===== config.mk =====
export PLATFORM = sky130hd
export DESIGN_NAME = cdb_broadcaster
export DESIGN_NICKNAME = d
export VERILOG_FILES = /design/src/rtl/cdb_broadcaster.sv
export SDC_FILE = /design/constraint.sdc
export NUM_CORES = 1
export LEC_CHECK = 0
export ABC_CLOCK_PERIOD_IN_PS = 9300
export BUFFER_PORTS_ARGS = -buffer_cell sky130_fd_sc_hd__buf_2
export CORE_MARGIN = 2
export CORE_UTILIZATION = 53
export CTS_CLUSTER_DIAMETER = 30
export DETAILED_ROUTE_END_ITERATION = 10
export PLACE_DENSITY = 0.75
export SYNTH_ARGS = -nofsm -noshare
export SYNTH_HDL_FRONTEND = slang
export SYNTH_SLANG_ARGS = --single-unit

===== constraint.sdc =====
create_clock -name i_clock -period 9.3 [get_ports i_clock]
set_input_delay 0.93 -clock i_clock [delete_from_list [all_inputs] [get_ports i_clock]]
set_output_delay 0.93 -clock i_clock [all_outputs]
set_load 0.02 [all_outputs]

===== src/rtl/cdb_broadcaster.sv =====
// cdb_broadcaster: collects completed results from the functional units into
// per-FU holding FIFOs. It drains them with a round-robin arbiter onto a
// registered common data bus, one (tag, value, dest) broadcast per cycle.
// An all-ones tag marks a result that is consumed but never stored or broadcast.
module cdb_broadcaster #(
   parameter int NUM_FU = 5,
   parameter int DEPTH  = 2,
   parameter int XLEN   = 32,
   parameter int TAG_W  = 3,
   parameter int REG_W  = 5
) (
   input  logic                      i_clock,
   input  logic                      i_reset_n,
   input  logic                      i_squash,
   input  logic [NUM_FU-1:0]         i_fu_valid,
   input  logic [NUM_FU*TAG_W-1:0]   i_fu_tag,
   input  logic [NUM_FU*XLEN-1:0]    i_fu_value,
   input  logic [NUM_FU*REG_W-1:0]   i_fu_dest,
   output logic [NUM_FU-1:0]         o_fu_ready,
   output logic                      o_cdb_valid,
   output logic [TAG_W-1:0]          o_cdb_tag,
   output logic [XLEN-1:0]           o_cdb_value,
   output logic [REG_W-1:0]          o_cdb_dest,
   output logic [7:0]                o_drop_count
);

   localparam int PTR_W = (DEPTH > 1) ? $clog2(DEPTH) : 1;
   localparam int CNT_W = $clog2(DEPTH + 1);
   localparam int RR_W  = (NUM_FU > 1) ? $clog2(NUM_FU) : 1;
   localparam int ENT_W = TAG_W + XLEN + REG_W;
   localparam logic [TAG_W-1:0] TAG_INV = {TAG_W{1'b1}};

   // FIFO storage and bookkeeping; an entry is packed as {tag, value, dest}
   logic [ENT_W-1:0] r_mem   [NUM_FU][DEPTH];
   logic [PTR_W-1:0] r_wptr  [NUM_FU];
   logic [PTR_W-1:0] r_rptr  [NUM_FU];
   logic [CNT_W-1:0] r_count [NUM_FU];
   logic [NUM_FU-1:0] r_fu_ready;

   logic             r_cdb_valid;
   logic [TAG_W-1:0] r_cdb_tag;
   logic [XLEN-1:0]  r_cdb_value;
   logic [REG_W-1:0] r_cdb_dest;
   logic [RR_W-1:0]  r_rr_ptr;
   logic [7:0]       r_drop_count;

   logic [TAG_W-1:0] w_tag_in   [NUM_FU];
   logic [ENT_W-1:0] w_entry_in [NUM_FU];
   logic [CNT_W-1:0] w_cnt_next [NUM_FU];
   logic [NUM_FU-1:0] w_accept;
   logic [NUM_FU-1:0] w_drop;
   logic [NUM_FU-1:0] w_push;
   logic [NUM_FU-1:0] w_pop;
   logic              w_grant_valid;
   logic [RR_W-1:0]   w_grant_idx;
   logic [RR_W-1:0]   w_cand_idx;
   logic [RR_W-1:0]   w_rr_next;
   logic [ENT_W-1:0]  w_head;
   logic [8:0]        w_drop_sum;
   logic [7:0]        w_drop_next;

   // Per-FU accept/drop/push/pop decode and next FIFO occupancy
   always_comb begin
      w_accept = '0;
      w_drop   = '0;
      w_push   = '0;
      w_pop    = '0;
      for (int i = 0; i < NUM_FU; i++) begin
         w_tag_in[i]   = i_fu_tag[i*TAG_W +: TAG_W];
         w_accept[i]   = i_fu_valid[i] & r_fu_ready[i];
         w_drop[i]     = w_accept[i] & (w_tag_in[i] == TAG_INV);
         w_push[i]     = w_accept[i] & (w_tag_in[i] != TAG_INV) & ~i_squash;
         w_pop[i]      = w_grant_valid & (w_grant_idx == RR_W'(i)) & ~i_squash;
         w_entry_in[i] = {w_tag_in[i], i_fu_value[i*XLEN +: XLEN], i_fu_dest[i*REG_W +: REG_W]};
         w_cnt_next[i] = r_count[i];
         if (i_squash) begin
            w_cnt_next[i] = '0;
         end else begin
            case ({w_push[i], w_pop[i]})
               2'b10:   w_cnt_next[i] = r_count[i] + CNT_W'(1);
               2'b01:   w_cnt_next[i] = r_count[i] - CNT_W'(1);
               default: w_cnt_next[i] = r_count[i];
            endcase
         end
      end
   end

   // Round-robin search over non-empty FIFOs starting at the rotating pointer
   always_comb begin
      w_grant_valid = 1'b0;
      w_grant_idx   = '0;
      w_cand_idx    = '0;
      for (int k = 0; k < NUM_FU; k++) begin
         w_cand_idx = RR_W'((int'(r_rr_ptr) + k) % NUM_FU);
         if (!w_grant_valid && (r_count[w_cand_idx] != '0)) begin
            w_grant_valid = 1'b1;
            w_grant_idx   = w_cand_idx;
         end else begin
            w_grant_valid = w_grant_valid;
         end
      end
      w_rr_next = (w_grant_idx == RR_W'(NUM_FU - 1)) ? '0 : (w_grant_idx + RR_W'(1));
      w_head    = r_mem[w_grant_idx][r_rptr[w_grant_idx]];
   end

   // Saturating sum of this cycle's discarded invalid-tag results
   always_comb begin
      w_drop_sum = {1'b0, r_drop_count};
      for (int i = 0; i < NUM_FU; i++) begin
         w_drop_sum = w_drop_sum + {8'd0, w_drop[i]};
      end
      if (w_drop_sum > 9'd255) begin
         w_drop_next = 8'd255;
      end else begin
         w_drop_next = w_drop_sum[7:0];
      end
   end

   // Holding FIFOs: storage, pointers, occupancy and registered ready
   always_ff @(posedge i_clock or negedge i_reset_n) begin
      if (!i_reset_n) begin
         for (int i = 0; i < NUM_FU; i++) begin
            r_wptr[i]  <= '0;
            r_rptr[i]  <= '0;
            r_count[i] <= '0;
            for (int d = 0; d < DEPTH; d++) begin
               r_mem[i][d] <= '0;
            end
         end
         r_fu_ready <= '1;
      end else begin
         for (int i = 0; i < NUM_FU; i++) begin
            r_count[i]    <= w_cnt_next[i];
            r_fu_ready[i] <= (w_cnt_next[i] < CNT_W'(DEPTH));
            if (i_squash) begin
               r_wptr[i] <= '0;
               r_rptr[i] <= '0;
            end else begin
               if (w_push[i]) begin
                  r_mem[i][r_wptr[i]] <= w_entry_in[i];
                  r_wptr[i]           <= r_wptr[i] + PTR_W'(1);
               end
               if (w_pop[i]) begin
                  r_rptr[i] <= r_rptr[i] + PTR_W'(1);
               end
            end
         end
      end
   end

   // CDB output register and round-robin pointer update
   always_ff @(posedge i_clock or negedge i_reset_n) begin
      if (!i_reset_n) begin
         r_cdb_valid <= 1'b0;
         r_cdb_tag   <= TAG_INV;
         r_cdb_value <= '0;
         r_cdb_dest  <= '0;
         r_rr_ptr    <= '0;
      end else if (i_squash) begin
         r_cdb_valid <= 1'b0;
         r_rr_ptr    <= '0;
      end else if (w_grant_valid) begin
         r_cdb_valid <= 1'b1;
         r_cdb_tag   <= w_head[ENT_W-1 -: TAG_W];
         r_cdb_value <= w_head[REG_W +: XLEN];
         r_cdb_dest  <= w_head[REG_W-1:0];
         r_rr_ptr    <= w_rr_next;
      end else begin
         r_cdb_valid <= 1'b0;
      end
   end

   // Invalid-tag drop counter; survives squash, cleared only by reset
   always_ff @(posedge i_clock or negedge i_reset_n) begin
      if (!i_reset_n) begin
         r_drop_count <= 8'd0;
      end else begin
         r_drop_count <= w_drop_next;
      end
   end

   assign o_fu_ready   = r_fu_ready;
   assign o_cdb_valid  = r_cdb_valid;
   assign o_cdb_tag    = r_cdb_tag;
   assign o_cdb_value  = r_cdb_value;
   assign o_cdb_dest   = r_cdb_dest;
   assign o_drop_count = r_drop_count;

endmodule


==> impl_metrics.py <==
metrics = {
    "synth": {
        "syn_area_um2": 23200,
        "synth_seq_area_share_pct": 51.5,
        "ys_ff_latch": 477,
        "synth_edf_count": 0,
        "synthFlopType": "dfrtp_1",
        "syn_nets": 2069,
        "synthesis.area_per_instance_um2": 12.8,
        "async_reset_ff_share_pct": 100,
        "yosysUniqueCellTypes": 76,
        "synth.area.top_cells": "dfrtp_1 51%, mux2_2 20%, mux2i_1 7.2%, ha_1 2.2%, o221a_1 1.9%",
        "netlist.top_cell.by_area": "dfrtp_1",
        "synth_top_cell_area_share_pct": 50.6,
        "yosysWarnings": 0,
        "syn_inst": 1817,
    },
    "routing": {
        "via_count": 16635,
        "first_pass_iters": 5,
        "wl_per_cell_um": 24.1,
        "drt_iter0_markers": 1233,
        "drtAntennaViolNets": 0,
        "vias_per_cell": 6.01,
        "drc": 0,
        "totalWireLength_um": 66700,
    },
    "timing": {
        "fin_crit_sh_pct": 80.5,
        "grt_setup_unrepaired": "no",
        "max_freq_mhz": 134,
        "skew_ps": 36.8,
        "fin_setup_tns_ps": 0,
        "slew_viol_final": 0,
        "fin_crit_ps": 7480,
        "hold_viol_final": 0,
        "tightest_slew_ps": 1150,
        "setup_viol": 0,
        "worst_slack_ps": 1820,
        "maxSlewHeadroom_pct": 22.8,
    },
    "clock_network": {
        "cts_hold_buffers": 0,
        "post_cts_buffers": 0,
        "cts_made_buffers": 99,
        "h-tree-depth": 3,
        "clkLatencyLatePin_ps": 640,
        "cts_tree": "built",
        "cts_resized": 0,
        "clock_path_buffers": 3,
        "cts_sinks": 477,
        "root_buffer": "clkbuf_16",
        "clk_pin_slew_ps": 50,
    },
    "floorplanning": {
        "die_area_um2": 45400,
        "io_pins": 262,
        "die_w_um": 213,
        "core_area_um2": 43200,
        "rows": 76,
        "die_h_um": 213,
        "start_util_pct": 53.7,
    },
    "final_layout": {
        "final_cell_mix": "469 x dfrtp_1, 402 x mux2_2, 260 x buf_2, 167 x mux2i_1, 102 x clkbuf_16",
        "areaGrowthSynthToFinish_pct": 23.9,
        "fin_nets": 2335,
        "final_common_cell": "dfrtp_1",
        "drive_above_1_share_pct": 42.6,
    },
    "worst_setup_path": {
        "reg2reg_depth": 26,
        "cp_slowest_cell": "buf_4",
        "rr_endpoint": "r_count[3]",
        "timing.critical_path.mode_cell": "ha_1",
        "worstPathMaxFanout": 85,
        "start_kind": "flop",
        "path_delay_family": "buffers and inverters",
        "r2r-start": "r_rr_ptr[1]",
        "arrival_ps": 8060,
        "endpoint_kind": "flop",
        "slowest_delay_ps": 910,
        "worstSetupPathType": "flop to flop",
        "path_buf_inv": 6,
        "r2r_setup_slack_ps": 1820,
        "worstPathRequired_ps": 9880,
    },
    "place": {
        "gp_congestion": 0.867,
        "port_buffers": 261,
        "hpwlAfterDp_um": 40900,
        "post-place-ws_ps": 1990,
    },
    "global_routing": {
        "grt_pass1_wl_um": 102000,
        "grt_max_degree": 182,
        "grt_pass1_vias": 17682,
        "antenna_found_initial": 22,
        "overflow": 0,
        "grtUsageTotal_pct": 29.7,
    },
    "min_path": {
        "hp-class": "input port to async pin",
    },
    "outcome": {
        "status": "finished, final reports clean",
    },
    "flow_run": {
        "maxCapViolCount": 0,
    },
}
[per-layer routing]
| layer | vias up | track usage (%) | part of all wire (%) |
|---|---|---|---|
| met2 | 584 | 47.4 | 48 |
| met5 | - | 0 | 0.23 |
| met4 | 24 | 13.5 | 3.2 |
| met1 | 8593 | 38.7 | 42 |
| li1 | 7285 | - | - |
| met3 | 149 | 6.97 | 6.5 |
[state kept, by name, summed over array words and instances (netlist names)]
register,cells
o_cdb_value,32
o_cdb_dest,5
o_cdb_tag,3
r_mem,400
o_drop_count,8
r_count,10
r_rptr,5
o_cdb_valid,1
r_wptr,5
r_rr_ptr,3
o_fu_ready,5
[worst reg2reg max path, delay by kind of cell (launching register included)]
family	cells	cell delay, ps
DFF	1	610
buffers and inverters	6	1760
adders and majority gates	5	1360
and+or+nand+nor	6	1590
AOI/OAI and AO/OA	6	1430
xor gates and xnor gates	3	700
[per-stage QoR]
stage | cells | hold slack (ps) | cell area [µm²] | util, %
floorplan | 1817 | 480 | 23200 | -
global placement | 2567 | 488 | 25000 | 58.0
detailed placement | 2567 | 494 | 25000 | 58.0
CTS | 2755 | 428 | 28700 | 66.5
global route | 2763 | 474 | 28700 | 66.5
finish | 2766 | 365 | 28700 | 66.5
[cells by family (layout without fill, tap and decap cells)]
logic type,Yosys count,count (layout),synth area share [%]
AO/OA/AOI/OAI,267,267,9.22
XOR/XNOR,30,30,1.13
adder cells (fa/ha/maj),44,44,2.50
buffers and inverters,151,504,2.75
flip-flops,477,477,51.5
multiplexers,570,570,26.8
other,0,11,0
AND/OR/NAND/NOR,278,278,6.03
[cell usage after synthesis, drive strengths merged, types with 7 or more instances]
master,n
o221a,40
xor2,7
a211oi,8
nand2,74
o21ai,15
nand3,14
nor2,61
mux2,402
dfstp,8
buf,64
o22ai,43
nand2b,8
inv,33
and2,13
a21oi,31
xnor2,23
nor3,17
ha,40
or3,48
a21o,43
nor2b,9
clkbuf,53
o221ai,41
dfrtp,469
mux2i,167
or2,15
[cell type report]
class / count / area [µm²]
Clock buffer: 121 / 2770
Clock inverter: 67 / 891
Timing Repair Buffer: 282 / 1520
Fill cell: 3130 / 14400
Tap cell: 585 / 732
Inverter: 34 / 128
Multi-Input combinational cell: 1189 / 10700
Antenna cell: 11 / 27.5
Sequential cell: 477 / 11900
[worst max path at each step]
| stage | start | endpoint | slack (ps) | cells past startpoint |
|---|---|---|---|---|
| after global routing | r_rr_ptr[1] | r_count[3] | 1250 | 26 |
| final | r_rr_ptr[1] | r_count[3] | 1820 | 26 |
| after CTS | r_rr_ptr[1] | r_count[3] | 1940 | 26 |
| after detailed placement | r_rr_ptr[1] | r_count[3] | 1990 | 26 |
| after global placement | r_rr_ptr[1] | r_count[1] | 2360 | 26 |
| after floorplan | r_rr_ptr[0] | r_count[3] | 3060 | 29 |
Power is not shown: default switching activity piles up to over one toggle a cycle in this logic, so the estimate is an artifact.
